<file path="config.mk">
export PLATFORM = sky130hd
export DESIGN_NAME = vpu_lane_issuer
export DESIGN_NICKNAME = d
export VERILOG_FILES = /design/src/rtl/vpu_lane_issuer.sv
export SDC_FILE = /design/constraint.sdc
export NUM_CORES = 1
export LEC_CHECK = 0
export CAP_MARGIN = 20
export CORE_MARGIN = 8
export CORE_UTILIZATION = 23
export CTS_BUF_LIST = sky130_fd_sc_hd__clkbuf_2 sky130_fd_sc_hd__clkbuf_4 sky130_fd_sc_hd__clkbuf_8
export CTS_CLUSTER_SIZE = 10
export DETAILED_ROUTE_END_ITERATION = 8
export GPL_TIMING_DRIVEN = 0
export PLACE_DENSITY = 0.59
export SYNTH_ARGS = -nofsm -noshare
export SYNTH_HDL_FRONTEND = slang
export SYNTH_SLANG_ARGS = --single-unit
export TNS_END_PERCENT = 10
</file>
<file path="constraint.sdc">
create_clock -name clk -period 5.2 [get_ports clk]
set_input_delay 1.04 -clock clk [delete_from_list [all_inputs] [get_ports clk]]
set_output_delay 1.04 -clock clk [all_outputs]
set_load 0.1 [all_outputs]
</file>
<file path="src/rtl/vpu_lane_issuer.sv">
// VPU lane issuer: accepts one host request, classifies the opcode, launches
// a single lane operation, waits (with timeout) for its result and returns a
// response with an error code.

package VPU_PKG;
  localparam int SRC_OPERAND_CNT = 3;
  localparam int OPERAND_WIDTH   = 32;

  typedef logic [3:0] vpu_h2d_req_opcode_t;

  localparam vpu_h2d_req_opcode_t OP_FADD   = 4'h0;
  localparam vpu_h2d_req_opcode_t OP_FSUB   = 4'h1;
  localparam vpu_h2d_req_opcode_t OP_FMUL   = 4'h2;
  localparam vpu_h2d_req_opcode_t OP_FDIV   = 4'h3;
  localparam vpu_h2d_req_opcode_t OP_FMAX2  = 4'h4;
  localparam vpu_h2d_req_opcode_t OP_FAVG2  = 4'h5;
  localparam vpu_h2d_req_opcode_t OP_FADD3  = 4'h6;
  localparam vpu_h2d_req_opcode_t OP_FMAX3  = 4'h7;
  localparam vpu_h2d_req_opcode_t OP_FAVG3  = 4'h8;
  localparam vpu_h2d_req_opcode_t OP_FSQRT  = 4'h9;
  localparam vpu_h2d_req_opcode_t OP_FEXP   = 4'hA;
  localparam vpu_h2d_req_opcode_t OP_FRECIP = 4'hB;
endpackage

module vpu_lane_issuer
  import VPU_PKG::*;
#(
  parameter int TIMEOUT_CYCLES = 255
) (
  input  logic                                             clk,
  input  logic                                             rst,
  input  logic                                             req_valid_i,
  output logic                                             req_ready_o,
  input  vpu_h2d_req_opcode_t                              req_opcode_i,
  input  logic [SRC_OPERAND_CNT-1:0][OPERAND_WIDTH-1:0]    req_operand_i,
  input  logic [SRC_OPERAND_CNT-1:0]                       req_operand_valid_i,
  output logic                                             lane_start_o,
  output vpu_h2d_req_opcode_t                              lane_opcode_o,
  output logic [SRC_OPERAND_CNT-1:0][OPERAND_WIDTH-1:0]    lane_operand_o,
  output logic [SRC_OPERAND_CNT-1:0]                       lane_operand_valid_o,
  input  logic [OPERAND_WIDTH-1:0]                         lane_dout_i,
  input  logic                                             lane_done_i,
  output logic                                             rsp_valid_o,
  input  logic                                             rsp_ready_i,
  output logic [OPERAND_WIDTH-1:0]                         rsp_data_o,
  output logic [1:0]                                       rsp_err_o
);

  typedef enum logic [1:0] {IDLE, ISSUE, WAIT, RESP} state_t;

  localparam logic [1:0] ERR_OK      = 2'b00;
  localparam logic [1:0] ERR_ILLEGAL = 2'b01;
  localparam logic [1:0] ERR_MISSING = 2'b10;
  localparam logic [1:0] ERR_TIMEOUT = 2'b11;
  localparam logic [8:0] TMO         = 9'(TIMEOUT_CYCLES);

  state_t state, state_nxt;

  vpu_h2d_req_opcode_t                           op_q;
  logic [SRC_OPERAND_CNT-1:0][OPERAND_WIDTH-1:0] opnd_q;
  logic [SRC_OPERAND_CNT-1:0]                    vld_q;
  logic [7:0]                                    cnt;

  // Operands each opcode needs; all-zero marks an illegal opcode.
  function automatic logic [SRC_OPERAND_CNT-1:0] need_mask(vpu_h2d_req_opcode_t op);
    case (op)
      OP_FSQRT, OP_FEXP, OP_FRECIP:                        need_mask = 3'b001;
      OP_FADD, OP_FSUB, OP_FMUL, OP_FDIV, OP_FMAX2,
      OP_FAVG2:                                            need_mask = 3'b011;
      OP_FADD3, OP_FMAX3, OP_FAVG3:                        need_mask = 3'b111;
      default:                                             need_mask = 3'b000;
    endcase
  endfunction

  logic [SRC_OPERAND_CNT-1:0] need;
  logic accept, illegal, missing, tmo;

  assign need    = need_mask(req_opcode_i);
  assign accept  = req_valid_i & req_ready_o;
  assign illegal = (need == '0);
  assign missing = ((req_operand_valid_i & need) != need);
  // Timeout fires in the WAIT cycle that would bring the counter to the limit.
  assign tmo     = ({1'b0, cnt} + 9'd1 == TMO);

  // State register.
  always_ff @(posedge clk or posedge rst) begin
    if (rst) state <= IDLE;
    else     state <= state_nxt;
  end

  // Next-state logic; a lane done coincident with the timeout still counts as done.
  always_comb begin
    state_nxt = state;
    case (state)
      IDLE:  if (accept) state_nxt = (illegal || missing) ? RESP : ISSUE;
      ISSUE: state_nxt = WAIT;
      WAIT:  if (lane_done_i || tmo) state_nxt = RESP;
      RESP:  if (rsp_ready_i) state_nxt = IDLE;
      default: state_nxt = IDLE;
    endcase
  end

  // Outputs decoded from state; lane bus is only live while an op is in flight.
  always_comb begin
    req_ready_o          = (state == IDLE) && !rst;
    lane_start_o         = (state == ISSUE);
    rsp_valid_o          = (state == RESP);
    lane_opcode_o        = '0;
    lane_operand_o       = '0;
    lane_operand_valid_o = '0;
    if (state == ISSUE || state == WAIT) begin
      lane_opcode_o        = op_q;
      lane_operand_o       = opnd_q;
      lane_operand_valid_o = vld_q;
    end
  end

  // Request capture, wait counter and response registers.
  always_ff @(posedge clk or posedge rst) begin
    if (rst) begin
      op_q       <= '0;
      opnd_q     <= '0;
      vld_q      <= '0;
      cnt        <= '0;
      rsp_data_o <= '0;
      rsp_err_o  <= ERR_OK;
    end else begin
      case (state)
        IDLE: if (accept) begin
          op_q   <= req_opcode_i;
          opnd_q <= req_operand_i;
          vld_q  <= req_operand_valid_i;
          if (illegal) begin
            rsp_data_o <= '0;
            rsp_err_o  <= ERR_ILLEGAL;
          end else if (missing) begin
            rsp_data_o <= '0;
            rsp_err_o  <= ERR_MISSING;
          end
        end
        ISSUE: cnt <= '0;
        WAIT: begin
          if (lane_done_i) begin
            rsp_data_o <= lane_dout_i;
            rsp_err_o  <= ERR_OK;
          end else begin
            cnt <= cnt + 8'd1;
            if (tmo) begin
              rsp_data_o <= '0;
              rsp_err_o  <= ERR_TIMEOUT;
            end
          end
        end
        default: ;
      endcase
    end
  end

endmodule
</file>
==> results.py, run 1 <==
metrics = {
    "logic_synthesis": {
        "synth_top_family_by_area": "multiplexers",
        "post-synth-top-count-cell": "dfrtp_1",
        "synth_area_leaders": "dfrtp_1, mux2_2, and2_1, a22o_1, ha_1",
        "synth-adder-area-share": 0.0114,
        "syn_nets": 656,
        "synth.cell_area_mm2": 0.00661,
        "synth_top_area_cell": "dfrtp_1",
        "synth-compound-area-share": 0.0778,
        "yosysSeqAreaShare": 0.557,
        "synth_top_area_share": 0.557,
        "avgSynthCellArea_um2": 13.0,
        "synthDistinctLibCells": 41,
        "synth-edff-count": 0,
        "ys_ff_latch": 147,
        "synthMuxAreaShare": 0.177,
        "async_flop_share": 1.00,
        "ys_top_cells_by_count": "dfrtp_1, and2_1, mux2_2",
        "syn-instance-count": 510,
        "synth_xor_area_frac": 0.00795,
        "synth_simple_gate_area_frac": 0.139,
        "synthFlopType": "dfrtp_1",
        "yosys_warnings": 0,
    },
    "critical_path": {
        "end_kind": "output port",
        "start_kind": "register",
        "crit_required_ns": 4.16,
        "worstPathMaxFanout": 10,
        "worstPathArrival_ns": 3.84,
        "crit_type": "register to output port",
    },
    "clocking": {
        "clkLatencyLatePin_ns": 0.46,
        "cts-root-buf": "clkbuf_8",
        "cts_buffers": 17,
        "path_clk_slew_ns": 0.08,
        "htree_num_levels": 4,
        "cts_tree": "yes",
        "clk_path_buf_depth": 2,
        "cts_num_sinks": 147,
    },
    "finish": {
        "fin_util": 0.362,
        "multi_input_area_mm2": 0.00273,
        "fillers": 2852,
        "fin_nets": 954,
        "drive_gt1_frac": 0.200,
        "areaGrowthSynthToFinish_pct": 56.2,
        "seq_area_mm2": 0.00368,
        "antenna_cells": 0,
    },
    "place": {
        "portBuffers": 278,
        "dp_hpwl_mm": 16.4,
        "gp_congestion": 0.741,
    },
    "grt": {
        "grt_max_degree": 90,
        "grt_overflow_total": 0,
        "antenna_found_initial": 0,
        "grt_pass1_wl_mm": 33.1,
        "first_global_vias": 5501,
        "grt_util_all_layers": 0.127,
    },
    "detailed_routing": {
        "via_count": 4988,
        "ant_nets": 0,
        "firstDrtPassIters": 4,
        "vias_per_cell": 4.14,
        "drc": 0,
        "routed_wl_mm": 21.8,
        "avgRoutedWirePerCell_um": 18.1,
        "first_iter_violations": 188,
    },
    "worst_hold_path": {
        "hp-class": "register to register",
    },
    "sta": {
        "post-route-min-period_ns": 4.88,
        "slew_headroom": 0.283,
        "setup_viol": 0,
        "period_share": 0.939,
        "skew_ns": 0.0123,
        "max_freq_ghz": 0.205,
        "drv_slew": 0,
        "hold_viol_final": 0,
        "worst_pin_slew_ns": 1.07,
        "tns_ns": 0,
    },
    "job": {
        "maxCapViolCount": 0,
    },
    "floorplan": {
        "design.die.area_mm2": 0.0344,
        "rows": 62,
        "fp.dieH_um": 185,
        "dieWidth_um": 185,
        "core_area_mm2": 0.0285,
        "initial_core_util": 0.232,
        "pin_count": 280,
    },
    "run_status": {
        "outcome": "complete, no violations",
    },
}
-- worst paths after layout --
path,startpoint,endpoint,slack (ns),cells after the start
worst min-delay path,vld_q[1],vld_q[1],0.49,2
min in group asynchronous,rst,rsp_data_o[5],1.03,2
worst max-delay path,state[1],lane_opcode_o[0],0.32,6
worst min register to register,vld_q[1],vld_q[1],0.49,2
max in group asynchronous,rst,opnd_q[33],3.33,3
worst max register to register,state[0],opnd_q[68],2.76,7
-- critical path, cell delays in order (launching register included) --
cell and delay [ns]:
dfrtp_1 0.39, inv_1 0.09, ha_1 0.45, clkbuf_1 0.61, clkbuf_1 0.47, and2_1 0.20
clkdlybuf4s50_1 1.16
-- registers in the layout, summed over array words and instances (netlist names) --
signal,count
rsp_err_o,2
state,2
cnt,8
rsp_data_o,32
vld_q,3
opnd_q,96
op_q,4
-- layout make-up --
type                    count  share of cell area
well taps                 384              0.0466
inverters                   5             0.00255
plain buffers              33              0.0177
flip-flops and latches    147               0.357
clock inverters            12              0.0127
repair buffers            279               0.274
clock buffers              20              0.0261
multi-input cells         325               0.264
-- logic make-up (layout without fill, tap and decap cells) --
logic type / count (synthesis) / count (layout)
and+or+nand+nor: 150 / 150
DFF: 147 / 147
muxes: 104 / 104
AOI/OAI and AO/OA: 59 / 59
buffers and inverters: 38 / 349
adders and majority gates: 6 / 6
xor gates and xnor gates: 6 / 6
-- per-stage QoR --
step	std cells	hold WS (ns)	cell area [µm²]	setup slack, ns
2_1_floorplan	510	0.442	6610	0.209
3_3_place_gp	1172	0.462	9870	-2.60
3_5_place_dp	1173	0.473	9900	0.593
4_1_cts	1205	0.494	10300	0.0241
5_1_grt	1205	0.512	10300	-0.00451
6_report	1205	0.486	10300	0.320
-- layer usage --
metal  GRT usage  wire [µm]  up-vias
met5           0          0        -
li1            -          -     2347
met3      0.0601       2090       12
met2       0.212      10600      184
met1       0.144       8890     2445
met4      0.0371        222        0
-- what timing repair did --
action	in CTS	in global routing
hold buffers	0	0
endpoints found under the setup margin	0	5
resized for setup	0	5
buffers inserted	0	0
-- layout by cell type (no fill, tap or decap), drive strengths merged, types with 4 or more instances in the layout --
| master | count |
|---|---|
| dfrtp | 147 |
| clkdlybuf4s50 | 273 |
| nand2b | 8 |
| clkinvlp | 4 |
| xnor2 | 4 |
| ha | 6 |
| buf | 20 |
| nand2 | 13 |
| clkbuf | 34 |
| a21oi | 4 |
| clkinv | 5 |
| dlymetal6s2s | 5 |
| inv | 6 |
| a22o | 33 |
| and2 | 105 |
| mux2 | 102 |
| o21ai | 10 |
| nor2 | 4 |
Power of run 1 is not shown: default switching activity piles up to over one toggle a cycle in this logic, so the estimate is an artifact.
==> inputs of run 2 (changes only) <==
TNS_END_PERCENT = 100   (was 10)
==> results of run 2 <==
Same layout as run 1: the final DEF is identical, and so are final timing and power.
Power of run 2 is left out for the same reason.
==> patch, RTL diff (config.mk and constraints of run 1) <==
Set the package constant `SRC_OPERAND_CNT` to 5 (it was 3).
--- a/src/rtl/vpu_lane_issuer.sv
+++ b/src/rtl/vpu_lane_issuer.sv
@@ -3,7 +3,7 @@
 // response with an error code.
 
 package VPU_PKG;
-  localparam int SRC_OPERAND_CNT = 3;
+  localparam int SRC_OPERAND_CNT = 5;
   localparam int OPERAND_WIDTH   = 32;
 
   typedef logic [3:0] vpu_h2d_req_opcode_t;
Interface: changed (resized lane_operand_o, lane_operand_valid_o, req_operand_i and req_operand_valid_i); port bits go from 280 to 412. No check against the original RTL was run, so the function may have changed too.
==> patch against run 1 <==
Global-route usage up 0.59 points; cell area up 48%; worst setup slack better by 18 ps; fmax up 0.38%; cell count up 47%; sequential cell count up 66; critical path depth up 1; wire length up 53%; synthesized area up 47%.
Power is not shown: default switching activity piles up to over one toggle a cycle in this logic, so the estimate is an artifact.
==> patch: results (changes against run 1) <==
Slowest-stage cell, CP = clkbuf_1
GP Congestion = 0.750 (+1.2%)
Clock Path Buffers = 3 (+1)
global-route wire length before repair = 51.5 mm (+55%)
number of global-route vias before repair = 8324 (+51%)
sequential area share after synthesis = 0.548 (-0.00856)
total number of vias = 7331 (+47%)
Nets = 1419 (+49%)
DR WL/cell = 18.8 um (+3.8%)
Tmin final = 4860 ps (-18.4 ps)
I/O Buffers = 411 (+48%)
GRT Util Overall = 0.133 (+0.00593)
H-tree levels = 2 (-2)
max incr delay on CP = 650 ps (-510 ps)
R2R setup slack = 2300 ps (-460 ps)
Avg Synthesized Cell Area = 13.0 um2 (+0.47%)
1st-iter DRT viols = 269 (+43%)
most frequent cells after synthesis = dfrtp_1 (213), mux2_2 (173), and2_1 (169)
Synth area leaders = dfrtp_1 (55%), mux2_2 (20%), and2_1 (11%)
status = complete, no violations
initial antenna violation count = 5 (+5)
clk_lat worst skew = 580 ps (+120 ps)
top flop regs = opnd_q (160), rsp_data_o (32), cnt (8)
largest net degree at the start of global routing = 40 (-56%)
CTS clk-pin slew, worst paths = 60 ps (-20 ps)
clock skew = 14.8 ps (+2.56 ps)
WHS Path Cells = 1 (-1)
CTS buffer count = 41 (+24)
syn_nets = 959 (+46%)
patch: changes by cell type after synthesis, moves of 4 or more:
cell and delta:
and3_1 +30, buf_1 +6, a22o_1 -31, nor2_1 +4, dfrtp_1 +66, mux2_2 +71, and2_1 +64, clkbuf_1 +16
buf_4 -4, mux2_4 +29
patch: metal layers:
metal | global-route usage | part of all wire | up-vias
li1 | - | - | 3435
met1 | 0.152 | 0.41 | 3558
met2 | 0.221 | 0.48 | 281
met3 | 0.0563 | 0.088 | 57
met4 | 0.0509 | 0.030 | 0
met5 | 0 | 0 | -
patch: cell type report:
class                      instances  area [um2]
antenna                            5        12.5
buffer                            52         234
clock buffer                      57         741
clock inverter                     9        75.1
fill                            4171       26600
inverter                           7        30.0
multi-input combinational        475        4130
sequential                       213        5330
tap                              539         674
timing repair buffer             417        4060
patch: final timing paths:
check / endpoint / start
setup / recovery: lane_opcode_o[3] / state[1]
hold / removal: cnt[6] / cnt[6]
setup reg to reg: opnd_q[10] / state[0]
hold reg to reg: cnt[6] / cnt[6]
max in group asynchronous: opnd_q[84] / rst
min in group asynchronous: state[1] / rst
patch: per-stage QoR:
stage	hold WS [ps]	util	instances	area, um2	setup TNS [ps]
final	482	0.365	1774	15300	0
after floorplan	449	-	747	9730	0
after detailed placement	484	0.350	1703	14600	0
after global placement	476	0.347	1697	14500	-145800
after global routing	505	0.365	1774	15300	-37.7
after CTS	490	0.370	1769	15500	0
patch: cells by family (layout without fill, tap and decap cells):
group | count (synthesis) | after routing | synth area share
compound gates | 23 | 23 | 0.0174
xor+xnor | 5 | 5 | 0.00451
fa+ha+maj | 6 | 6 | 0.00772
buf+inv | 59 | 542 | 0.0268
flops | 213 | 213 | 0.548
mux | 205 | 205 | 0.248
other cells | 0 | 5 | 0
simple gates | 236 | 236 | 0.147
patch: what timing repair did:
action / CTS / global route
setup buffers: 0 / 0
setup endpoints to repair: 102 / 60
cloned: 0 / 0
resized for setup: 223 / 86
hold buffers: 0 / 0
